==> src/rtl/slot_mem_arbiter.sv <==
// slot_mem_arbiter: single-beat arbiter from NUM_CH slot requesters onto one shared memory port
//   clk, reset            : clock, synchronous active-high reset
//   ch_req/ch_we          : per-channel request level and write enable
//   ch_addr/ch_din        : packed per-channel address and write data (channel i at [i*W +: W])
//   ch_ack/ch_rdata       : one-cycle completion pulse to the owner, read data valid with it
//   grant/busy            : one-hot owner of the current transaction, FSM not idle
//   timeout_err           : pulsed with ch_ack when the watchdog aborted the transaction
//   mem_addr/din/we/req   : latched request towards the memory port
//   mem_ready/done/dout   : memory port accept, completion and read data
module slot_mem_arbiter #(
  parameter int NUM_CH   = 4,
  parameter int ADDR_W   = 27,
  parameter int DATA_W   = 8,
  parameter int PRIO_CH0 = 1,
  parameter int TIMEOUT  = 255
) (
  input  logic                     clk,
  input  logic                     reset,
  input  logic [NUM_CH-1:0]        ch_req,
  input  logic [NUM_CH-1:0]        ch_we,
  input  logic [NUM_CH*ADDR_W-1:0] ch_addr,
  input  logic [NUM_CH*DATA_W-1:0] ch_din,
  output logic [NUM_CH-1:0]        ch_ack,
  output logic [DATA_W-1:0]        ch_rdata,
  output logic [NUM_CH-1:0]        grant,
  output logic                     busy,
  output logic                     timeout_err,
  output logic [ADDR_W-1:0]        mem_addr,
  output logic [DATA_W-1:0]        mem_din,
  output logic                     mem_we,
  output logic                     mem_req,
  input  logic                     mem_ready,
  input  logic                     mem_done,
  input  logic [DATA_W-1:0]        mem_dout
);
  localparam int IW = $clog2(NUM_CH);
  localparam logic [15:0] TMAX = 16'(TIMEOUT - 1);
  typedef enum logic [1:0] {IDLE, ISSUE, WAIT, RESP} state_t;
  state_t state;
  logic [IW-1:0] last, win;
  logic [IW:0] sum;
  logic found, prio, done_now;
  logic [ADDR_W-1:0] sel_addr;
  logic [DATA_W-1:0] sel_din;
  logic sel_we;
  logic [15:0] cnt;
  // Round-robin search from last+1; the index wraps by compare-and-subtract so any NUM_CH works.
  always_comb begin
    win = '0;
    found = 1'b0;
    sum = '0;
    for (int k = 1; k <= NUM_CH; k++) begin
      sum = {1'b0, last} + (IW+1)'(k);
      if (sum >= (IW+1)'(NUM_CH)) sum = sum - (IW+1)'(NUM_CH);
      if (!found && ch_req[sum[IW-1:0]] && !(PRIO_CH0 != 0 && sum == '0)) begin
        found = 1'b1;
        win = sum[IW-1:0];
      end
    end
    prio = PRIO_CH0 != 0 && ch_req[0];
    if (prio) win = '0;
  end
  always_comb begin
    sel_addr = '0;
    sel_din = '0;
    sel_we = 1'b0;
    for (int i = 0; i < NUM_CH; i++) begin
      if (win == IW'(i)) begin
        sel_addr = ch_addr[i*ADDR_W +: ADDR_W];
        sel_din = ch_din[i*DATA_W +: DATA_W];
        sel_we = ch_we[i];
      end
    end
  end
  // A completion in ISSUE needs the accept in the same cycle; in WAIT mem_done alone suffices.
  assign done_now = mem_done && (state == WAIT || mem_ready);
  always_ff @(posedge clk) begin
    if (reset) begin
      state <= IDLE;
      last <= IW'(NUM_CH - 1);
      cnt <= '0;
      ch_ack <= '0;
      ch_rdata <= '0;
      grant <= '0;
      busy <= 1'b0;
      timeout_err <= 1'b0;
      mem_addr <= '0;
      mem_din <= '0;
      mem_we <= 1'b0;
      mem_req <= 1'b0;
    end else begin
      ch_ack <= '0;
      timeout_err <= 1'b0;
      case (state)
        IDLE: if (|ch_req) begin
          grant <= NUM_CH'(1) << win;
          mem_addr <= sel_addr;
          mem_din <= sel_din;
          mem_we <= sel_we;
          mem_req <= 1'b1;
          busy <= 1'b1;
          cnt <= '0;
          state <= ISSUE;
          if (!prio) last <= win;
        end
        ISSUE, WAIT: begin
          cnt <= cnt + 16'd1;
          if (done_now) begin
            mem_req <= 1'b0;
            ch_ack <= grant;
            if (!mem_we) ch_rdata <= mem_dout;
            state <= RESP;
          end else if (cnt == TMAX) begin
            mem_req <= 1'b0;
            ch_ack <= grant;
            ch_rdata <= '1;
            timeout_err <= 1'b1;
            state <= RESP;
          end else if (state == ISSUE && mem_ready) begin
            mem_req <= 1'b0;
            state <= WAIT;
          end
        end
        default: begin
          grant <= '0;
          busy <= 1'b0;
          state <= IDLE;
        end
      endcase
    end
  end
endmodule

==> config.mk <==
export PLATFORM = sky130hd
export DESIGN_NAME = slot_mem_arbiter
export DESIGN_NICKNAME = d
export VERILOG_FILES = /design/src/rtl/slot_mem_arbiter.sv
export SDC_FILE = /design/constraint.sdc
export NUM_CORES = 1
export LEC_CHECK = 0
export ABC_AREA = 1
export CORE_ASPECT_RATIO = 0.8
export CORE_MARGIN = 2
export CORE_UTILIZATION = 41
export DETAILED_ROUTE_END_ITERATION = 8
export PLACE_DENSITY = 0.85
export SLEW_MARGIN = 20
export SYNTH_ARGS = -nofsm -noshare
export SYNTH_HDL_FRONTEND = slang
export SYNTH_SLANG_ARGS = --single-unit
==> constraint.sdc <==
create_clock -name clk -period 2.9 [get_ports clk]
set_input_delay 0.29 -clock clk [delete_from_list [all_inputs] [get_ports clk]]
set_output_delay 0.29 -clock clk [all_outputs]
set_load 0.02 [all_outputs]
==> flow_summary.json, run 1 <==
{
  "io_buffers": 214,
  "cts_resized": 0,
  "outcome": "finished, final reports clean",
  "cts_setup_buffers": 0,
  "max_freq_ghz": 0.378,
  "final_core_util_pct": 68.1,
  "syn_area_mm2": 0.00441,
  "grt_max_degree": 56,
  "grt_antenna_before_repair": 0,
  "final_cell_mix": "clkdlybuf4s50_1 (213), nand3_1 (149), nand2_1 (118)",
  "cp.arrival_ns": 2.92,
  "row_count": 33,
  "placed_area_mm2": 0.00672,
  "fin_crit_ns": 2.65,
  "avgSynthCellArea_um2": 6.61,
  "syn_nets": 837,
  "p_leak_nw": 2.80,
  "rsz0062_at_grt": "false",
  "critical_path.max_fanout": 24,
  "core-area_mm2": 0.0104,
  "initialDrtViolationCount": 605,
  "start_kind": "flip-flop",
  "cap_violations": 0,
  "cts_buffers": 9,
  "finalSetupViolations": 0,
  "cts_hold_buf": 0,
  "final_cell_area_mm2": 0.00705,
  "setup.worst_path.class": "flip-flop to flip-flop",
  "finalWirelength_um": 16400,
  "htreeDepth": 3,
  "via_per_inst": 5.38,
  "slew_headroom_pct": 52.3,
  "yosysWarnings": 0,
  "syn_inst": 667,
  "worst_pin_slew_ns": 0.710,
  "dp_cells": 999,
  "max-vdd-ir-drop_mv": 0.523,
  "synth_cell_types": 30,
  "end_kind": "flip-flop",
  "die_h_um": 96.7,
  "hold_violations": 0,
  "io_pins": 215,
  "cts.sink_count": 75,
  "finClkSkew_ns": 0.00616,
  "dieArea_mm2": 0.0116,
  "setup_tns_ns": 0,
  "worst_slack_ns": 0.255,
  "start_util_pct": 42.5,
  "antenna-diode-count": 0,
  "timing.final.crit_share_pct": 91.2,
  "vias": 5453,
  "place_worst_setup_slack_ns": 0.215,
  "first_global_vias": 5283,
  "drive_gt1_share_pct": 8.35,
  "path_clk_slew_ns": 0.06,
  "hold_ws_ns": 0.273,
  "die_w_um": 120,
  "place.gp.congestion": 0.994,
  "avgRoutedWirePerCell_um": 16.2,
  "cts_tree": "built",
  "fin_cells": 1014,
  "final_max_slew_viol_count": 0,
  "dp_hpwl_um": 12200,
  "final_common_cell": "clkdlybuf4s50_1",
  "cts-root-buf": "clkbuf_16",
  "drc": 0,
  "syn_to_final_growth_pct": 60.1,
  "clk_latency_ns": 0.34,
  "firstDrtPassIters": 5,
  "synth-seq-area-share_pct": 34.1,
  "grt_pass1_wl_um": 26900,
  "powerDensity_mw_per_mm2": 980,
  "cp.required_ns": 3.17,
  "antenna_left": 0,
  "power_mw": 6.91,
  "grt_overflow": 0,
  "worstHoldPathType": "input pin to flip-flop",
  "nets": 1040,
  "clock_path_buffers": 2,
  "grt_usage_pct": 29.0,
  "synth_seq_cells": 75
}
[path summary, 6_finish.rpt]
path,startpoint,end,slack [ns],cells past startpoint
worst max register to register,last[0]$_SDFFE_PP1P_,mem_addr[0]$_SDFFE_PP0P_,0.25,13
worst min-delay path,reset,state[1]$_SDFFE_PP0P_,0.27,4
worst min register to register,mem_addr[10]$_SDFFE_PP0P_,mem_addr[10]$_SDFFE_PP0P_,0.46,2
worst max-delay path,last[0]$_SDFFE_PP1P_,mem_addr[0]$_SDFFE_PP0P_,0.25,13
[final cells by class]
class                           count  area, um^2
Tap cell                          140         175
Clock buffer                       10         229
Fill cell                         869        3310
Sequential cell                    75        1500
Timing Repair Buffer              232        2320
Multi-Input combinational cell    503        2540
Inverter                           49         184
Clock inverter                      5         103
[worst max-delay path: stages, from the launching register on]
cell and delay, ns:
dfxtp_1 0.34, inv_2 0.09, ha_1 0.37, inv_1 0.09, nand3_1 0.10, nand3_2 0.14
a21oi_1 0.33, a21oi_4 0.13, buf_4 0.24, nor2_2 0.37, nand2_1 0.10, nand4_1 0.10
nand2_1 0.07, a21oi_1 0.11
[metal layers]
layer	part of all wire [%]	wire (um)	track usage [%]
met2	46	7500	44.6
met4	3.7	606	14.2
met3	9.7	1600	9.55
met1	41	6750	36.4
met5	0	0	0
[synth_stat cells (all sizes together)]
cell / number / area share (%)
xor2: 2 / 0.40
ha: 10 / 2.8
inv: 49 / 4.2
a21oi: 68 / 7.8
dfxtp: 75 / 34
and3: 2 / 0.28
nand3: 154 / 18
nand4: 12 / 1.7
nor4: 8 / 1.1
nor2: 33 / 3.0
clkbuf: 24 / 2.1
buf: 16 / 2.3
nand2: 121 / 10
or2: 28 / 4.0
a211oi: 1 / 0.17
o21a: 1 / 0.17
o211ai: 1 / 0.17
o21ai: 57 / 6.5
nor3: 5 / 0.57
[where the power goes]
part	total (mW)	switching (mW)	internal, mW
clock	1.27	0.431	0.834
sequential	1.55	0.193	1.36
combinational	4.10	2.42	1.68
[registers in the layout (all words and copies together), names as in the netlist]
signal	cells
mem_req	1
last	2
mem_we	1
busy	1
cnt	16
state	2
mem_addr	27
mem_din	8
ch_rdata	8
timeout_err	1
grant	4
ch_ack	4
[kinds of logic (layout without fill, tap and decap cells)]
logic type	after synthesis	in the layout	synth area share, %
AOI/OAI and AO/OA	128	128	14.8
and+or+nand+nor	363	363	39.4
DFF	75	75	34.1
xor gates and xnor gates	2	2	0.398
adders and majority gates	10	10	2.84
buffers and inverters	89	296	8.55
(Power assumes the default switching activity.)
==> run 2: changes to the inputs <==
==> constraint.sdc (replaced) <==
create_clock -name clk -period 2.9 [get_ports clk]
set_input_delay 0.58 -clock clk [delete_from_list [all_inputs] [get_ports clk]]
set_output_delay 0.58 -clock clk [all_outputs]
set_load 0.02 [all_outputs]
==> run 2 against run 1 <==
Sequential power about the same; die area unchanged; flip-flop and latch count stayed put; clock power fell by 18%; setup slack worse by 0.018 ns; cell count rose by 1.1%; global-route usage fell by 0.91 points; wire length shrank 1.4%; non-clock buffer count up 10; first-iteration DRC count decreased by 29%; critical path depth increased by 2; largest cell class unchanged.
==> flow_summary.json, run 2 (synthesized netlist as in run 1, its figures left out) <==
{
  "cts_hold_buf": 0,
  "powerDensity_mw_per_mm2": 955,
  "final_max_slew_viol_count": 0,
  "top_register": "mem_addr",
  "cts_buffers": 9,
  "io_pins": 215,
  "antenna-diode-count": 0,
  "hold_violations": 0,
  "reg_top3": "mem_addr x27, cnt x16",
  "drive_gt1_share_pct": 9.72,
  "critPathTopFamily": "simple AND/OR/NAND/NOR gates",
  "slew_headroom_pct": 57.9,
  "cp.arrival_ns": 2.86,
  "critPathMostFrequentCell": "nand2_1",
  "dp_cells": 1009,
  "core-area_mm2": 0.0104,
  "cts_tree": "built",
  "largest_reg_flops": 27,
  "finalSetupViolations": 0,
  "place.gp.congestion": 0.939,
  "nets": 1050,
  "drc": 0,
  "critical_path.max_fanout": 21,
  "max_freq_ghz": 0.375,
  "start_util_pct": 42.5,
  "setup.worst_path.class": "flip-flop to flip-flop",
  "worstHoldPathCells": 2,
  "die_h_um": 96.7,
  "slowest_delay_ns": 0.40,
  "met2_usage_pct": 44.7,
  "via_per_inst": 5.28,
  "max-vdd-ir-drop_mv": 0.458,
  "dp_hpwl_um": 12400,
  "p_leak_nw": 2.84,
  "worstHoldPathType": "flip-flop to flip-flop",
  "die_w_um": 120,
  "clock_path_buffers": 2,
  "r2r_cells": 15,
  "vias": 5417,
  "dieArea_mm2": 0.0116,
  "grt_use_met1_pct": 35.8,
  "cts_setup_buffers": 0,
  "worst_pin_slew_ns": 0.632,
  "end_kind": "flip-flop",
  "grt_pass1_wl_um": 25800,
  "avgRoutedWirePerCell_um": 15.8,
  "initialDrtViolationCount": 428,
  "final_cell_mix": "clkdlybuf4s50_1 (213), nand3_1 (149), nand2_1 (118)",
  "timing.final.crit_share_pct": 91.8,
  "fin_crit_ns": 2.66,
  "cpMaxStageDelayCell": "dfxtp_2",
  "crit_chain": "inv_1, ha_1, inv_1, nand3_1, nand2_1, nor2_2, nand3_2, nand2_1, nand2_1, a21oi_4, nand2_2, buf_4, or2_2, nand3_1, a21oi_1",
  "grt_antenna_before_repair": 0,
  "clk_latency_ns": 0.34,
  "cts.sink_count": 75,
  "path_clk_slew_ns": 0.06,
  "cp.required_ns": 3.10,
  "outcome": "finished, final reports clean",
  "htreeDepth": 3,
  "use_met3_pct": 8.14,
  "cts-root-buf": "clkbuf_16",
  "fin_cells": 1025,
  "finClkSkew_ns": 0.00603,
  "cts_resized": 0,
  "firstDrtPassIters": 5,
  "row_count": 33,
  "grt_max_degree": 56,
  "first_global_vias": 5058,
  "grt_overflow": 0,
  "syn_to_final_growth_pct": 61.3,
  "antenna_left": 0,
  "top_usage_layer": "met2",
  "grt_usage_pct": 28.1,
  "rsz0062_at_grt": "false",
  "cap_violations": 0,
  "io_buffers": 214,
  "start_kind": "flip-flop",
  "finalWirelength_um": 16200,
  "cp.depth": 15,
  "setup_tns_ns": 0,
  "cp.buffers_inverters": 3,
  "final_common_cell": "clkdlybuf4s50_1"
}
-- run 2: worst min-delay path, delay by kind of cell, from the launching register on --
family	cells	cell delay [ns]
flops	1	0.31
simple gates	1	0.06
compound gates	1	0.05
-- run 2: path summary, 6_finish.rpt --
| path | end | slack [ns] | startpoint |
|---|---|---|---|
| hold / removal | mem_addr[14]$_SDFFE_PP0P_ | 0.46 | mem_addr[14]$_SDFFE_PP0P_ |
| setup / recovery | mem_addr[14]$_SDFFE_PP0P_ | 0.24 | last[1]$_SDFFE_PP1P_ |
| setup reg to reg | mem_addr[14]$_SDFFE_PP0P_ | 0.24 | last[1]$_SDFFE_PP1P_ |
| hold reg to reg | mem_addr[14]$_SDFFE_PP0P_ | 0.46 | mem_addr[14]$_SDFFE_PP0P_ |
-- run 2: stage by stage --
stage               area [um^2]  hold WS [ns]  util, %  power [mW]  setup WS [ns]
floorplan                  4410         0.443        -        4.11          0.568
global placement           6820         0.452     65.8        5.66         0.0836
detailed placement         6820         0.455     65.8        5.71         0.0585
CTS                        7100         0.464     68.5        6.78          0.172
global route               7110         0.477     68.6        7.29        0.00204
finish                     7110         0.463     68.6        6.79          0.237
-- run 2: layer usage --
metal	part of all wire (%)	vias to the layer above
met5	0	-
met1	42	2443
met4	3.2	0
li1	-	2690
met3	8.9	33
met2	46	251
-- run 2: layout make-up --
| class | count | area [um^2] |
|---|---|---|
| clock buffer | 11 | 253 |
| fill | 869 | 3260 |
| multi-input combinational | 503 | 2540 |
| timing repair buffer | 242 | 2430 |
| sequential | 75 | 1500 |
| tap | 140 | 175 |
| inverter | 49 | 184 |
| clock inverter | 5 | 27.5 |
-- run 2: report_power, final --
group | switching (mW) | internal [mW]
combinational | 2.42 | 1.77
clock | 0.421 | 0.619
sequential | 0.199 | 1.36
total | 3.04 | 3.75
==> run 3: changes to the inputs <==
--- a/config.mk
+++ b/config.mk
@@ -6,8 +6,7 @@
 export NUM_CORES = 1
 export LEC_CHECK = 0
 export ABC_AREA = 1
-export CORE_ASPECT_RATIO = 0.8
-export CORE_MARGIN = 2
+export CORE_MARGIN = 3
 export CORE_UTILIZATION = 41
 export DETAILED_ROUTE_END_ITERATION = 8
 export PLACE_DENSITY = 0.85
==> run 3 against run 2 <==
Non-clock buffer count grew 1; critical endpoint is now mem_addr[6]$_SDFFE_PP0P_; worst hold slack better by 0.0039 ns; register-to-register slack better by 0.06 ns; global-route usage is 2.6 points lower; highest routed layer unchanged; largest cell class unchanged; count of clock-buffer cells in the layout shrank 2.
==> flow_summary.json, run 3 (synthesized netlist as in run 1, its figures left out) <==
{
  "min_from": "mem_addr[16]$_SDFFE_PP0P_",
  "worst_slack_ns": 0.295,
  "cp.required_ns": 3.11,
  "outcome": "finished, final reports clean",
  "final_max_slew_viol_count": 0,
  "antenna-diode-count": 0,
  "finalWirelength_um": 15900,
  "final_common_cell": "clkdlybuf4s50_1",
  "fill_cells": 907,
  "io_pins": 215,
  "core-area_mm2": 0.0104,
  "die_w_um": 110,
  "fin_crit_ns": 2.61,
  "use_met3_pct": 7.16,
  "hold_violations": 0,
  "start_util_pct": 42.5,
  "dp_hpwl_um": 12200,
  "powerDensity_mw_per_mm2": 932,
  "dp_cells": 1006,
  "reg_top3": "mem_addr x27, cnt x16",
  "cts_tree": "built",
  "firstDrtPassIters": 5,
  "cts.sink_count": 75,
  "start_kind": "flip-flop",
  "place.gp.congestion": 0.886,
  "rrSetupSlack_ns": 0.29,
  "grt_pass1_wl_um": 24100,
  "met2_usage_pct": 42.8,
  "cts_setup_buffers": 0,
  "final_core_util_pct": 67.5,
  "clk_latency_ns": 0.35,
  "clock_path_buffers": 2,
  "worstHoldPathType": "flip-flop to flip-flop",
  "finClkSkew_ns": 0.00717,
  "die_h_um": 110,
  "cts_buffers": 9,
  "timing.final.crit_share_pct": 89.8,
  "worst_pin_slew_ns": 0.748,
  "largest_reg_flops": 27,
  "grt_overflow": 0,
  "vias": 5383,
  "r2r_cells": 15,
  "top_register": "mem_addr",
  "setup_tns_ns": 0,
  "cts-root-buf": "clkbuf_8",
  "fin_cells": 1022,
  "path_clk_slew_ns": 0.09,
  "r2r_start": "last[1]$_SDFFE_PP1P_",
  "grt_antenna_before_repair": 0,
  "drc": 0,
  "critical_path.max_fanout": 30,
  "final_cell_mix": "clkdlybuf4s50_1 (213), nand3_1 (149), nand2_1 (118)",
  "setup.worst_path.class": "flip-flop to flip-flop",
  "avgRoutedWirePerCell_um": 15.5,
  "row_count": 37,
  "dieArea_mm2": 0.0120,
  "cp.arrival_ns": 2.81,
  "drive_gt1_share_pct": 9.71,
  "hold_ws_ns": 0.466,
  "io_buffers": 214,
  "htreeDepth": 3,
  "cap_violations": 0,
  "worstHoldPathCells": 2,
  "max-vdd-ir-drop_mv": 0.575,
  "end_kind": "flip-flop",
  "initialDrtViolationCount": 392,
  "rsz0062_at_grt": "false",
  "antenna_left": 0,
  "place_worst_setup_slack_ns": -0.0371,
  "grt_use_met1_pct": 31.6,
  "max_freq_ghz": 0.384,
  "slew_headroom_pct": 50.1,
  "cts_resized": 0,
  "via_per_inst": 5.27,
  "syn_to_final_growth_pct": 58.9,
  "cts_hold_buf": 0,
  "nets": 1051,
  "min_to": "mem_addr[16]$_SDFFE_PP0P_",
  "first_global_vias": 4873,
  "grt_usage_pct": 25.5,
  "p_leak_nw": 2.80,
  "grt_max_degree": 56,
  "top_usage_layer": "met2",
  "worst_r2r_endpoint": "mem_addr[6]$_SDFFE_PP0P_",
  "finalSetupViolations": 0
}
-- run 3: cell count changes in the layout (fill, tap and decap cells not counted), sizes merged --
cell,delta
inv,+4
clkbuf,-2
clkinv,-2
buf,+1
-- run 3: power by group --
group,internal [mW],switching [mW],leakage [nW]
sequential,1.35,0.186,0.614
combinational,1.76,2.44,2.09
clock,0.332,0.461,0.0943
total,3.44,3.08,2.80
-- run 3: how the worst max path moves through the flow --
| stage | start | endpoint | slack [ns] | depth (start not counted) |
|---|---|---|---|---|
| after global routing | last[1]$_SDFFE_PP1P_ | mem_addr[6]$_SDFFE_PP0P_ | 0.1 | 15 |
| after CTS | last[1]$_SDFFE_PP1P_ | mem_addr[6]$_SDFFE_PP0P_ | 0.29 | 15 |
| after detailed placement | ch_req[0] | mem_addr[6]$_SDFFE_PP0P_ | -0.04 | 14 |
| after global placement | ch_req[0] | mem_addr[6]$_SDFFE_PP0P_ | -0.03 | 14 |
| after floorplan | last[0]$_SDFFE_PP1P_ | mem_din[2]$_SDFFE_PP0P_ | 0.57 | 17 |
| final | last[1]$_SDFFE_PP1P_ | mem_addr[6]$_SDFFE_PP0P_ | 0.29 | 15 |
-- run 3: layout make-up --
type | count | area (um^2) | share of cell area, %
clock buffers | 9 | 124 | 1.77
clock inverters | 7 | 65.1 | 0.929
inverters | 49 | 184 | 2.63
multi-input cells | 503 | 2540 | 36.3
flip-flops and latches | 75 | 1500 | 21.4
well taps | 136 | 170 | 2.43
repair buffers | 243 | 2420 | 34.5
-- run 3: critical path, cell delays in order, from the launching register on --
cell and delay [ns]:
dfxtp_1 0.34, inv_1 0.11, ha_1 0.37, inv_1 0.10, nand3_1 0.11, nand2_1 0.07
nor2_2 0.12, nand3_2 0.10, nand2_1 0.07, nand2_1 0.09, a21oi_4 0.18, nand2_2 0.15
buf_12 0.19, or2_2 0.27, nand3_1 0.12, a21oi_1 0.08
-- run 3: per-layer routing --
layer  part of all wire (%)  vias to the layer above  routed length, um
met5                      0                        -                  0
met4                    2.5                        0                405
met3                    8.9                       32               1410
met2                     49                      224               7740
met1                     40                     2430               6330
li1                       -                     2697                  -
-- run 3: metrics by stage --
| step | cell area (um^2) | power (mW) |
|---|---|---|
| 2_1_floorplan | 4410 | 4.11 |
| 3_3_place_gp | 6810 | 5.66 |
| 3_5_place_dp | 6810 | 5.72 |
| 4_1_cts | 7000 | 6.54 |
| 5_1_grt | 7000 | 7.01 |
| 6_report | 7000 | 6.53 |
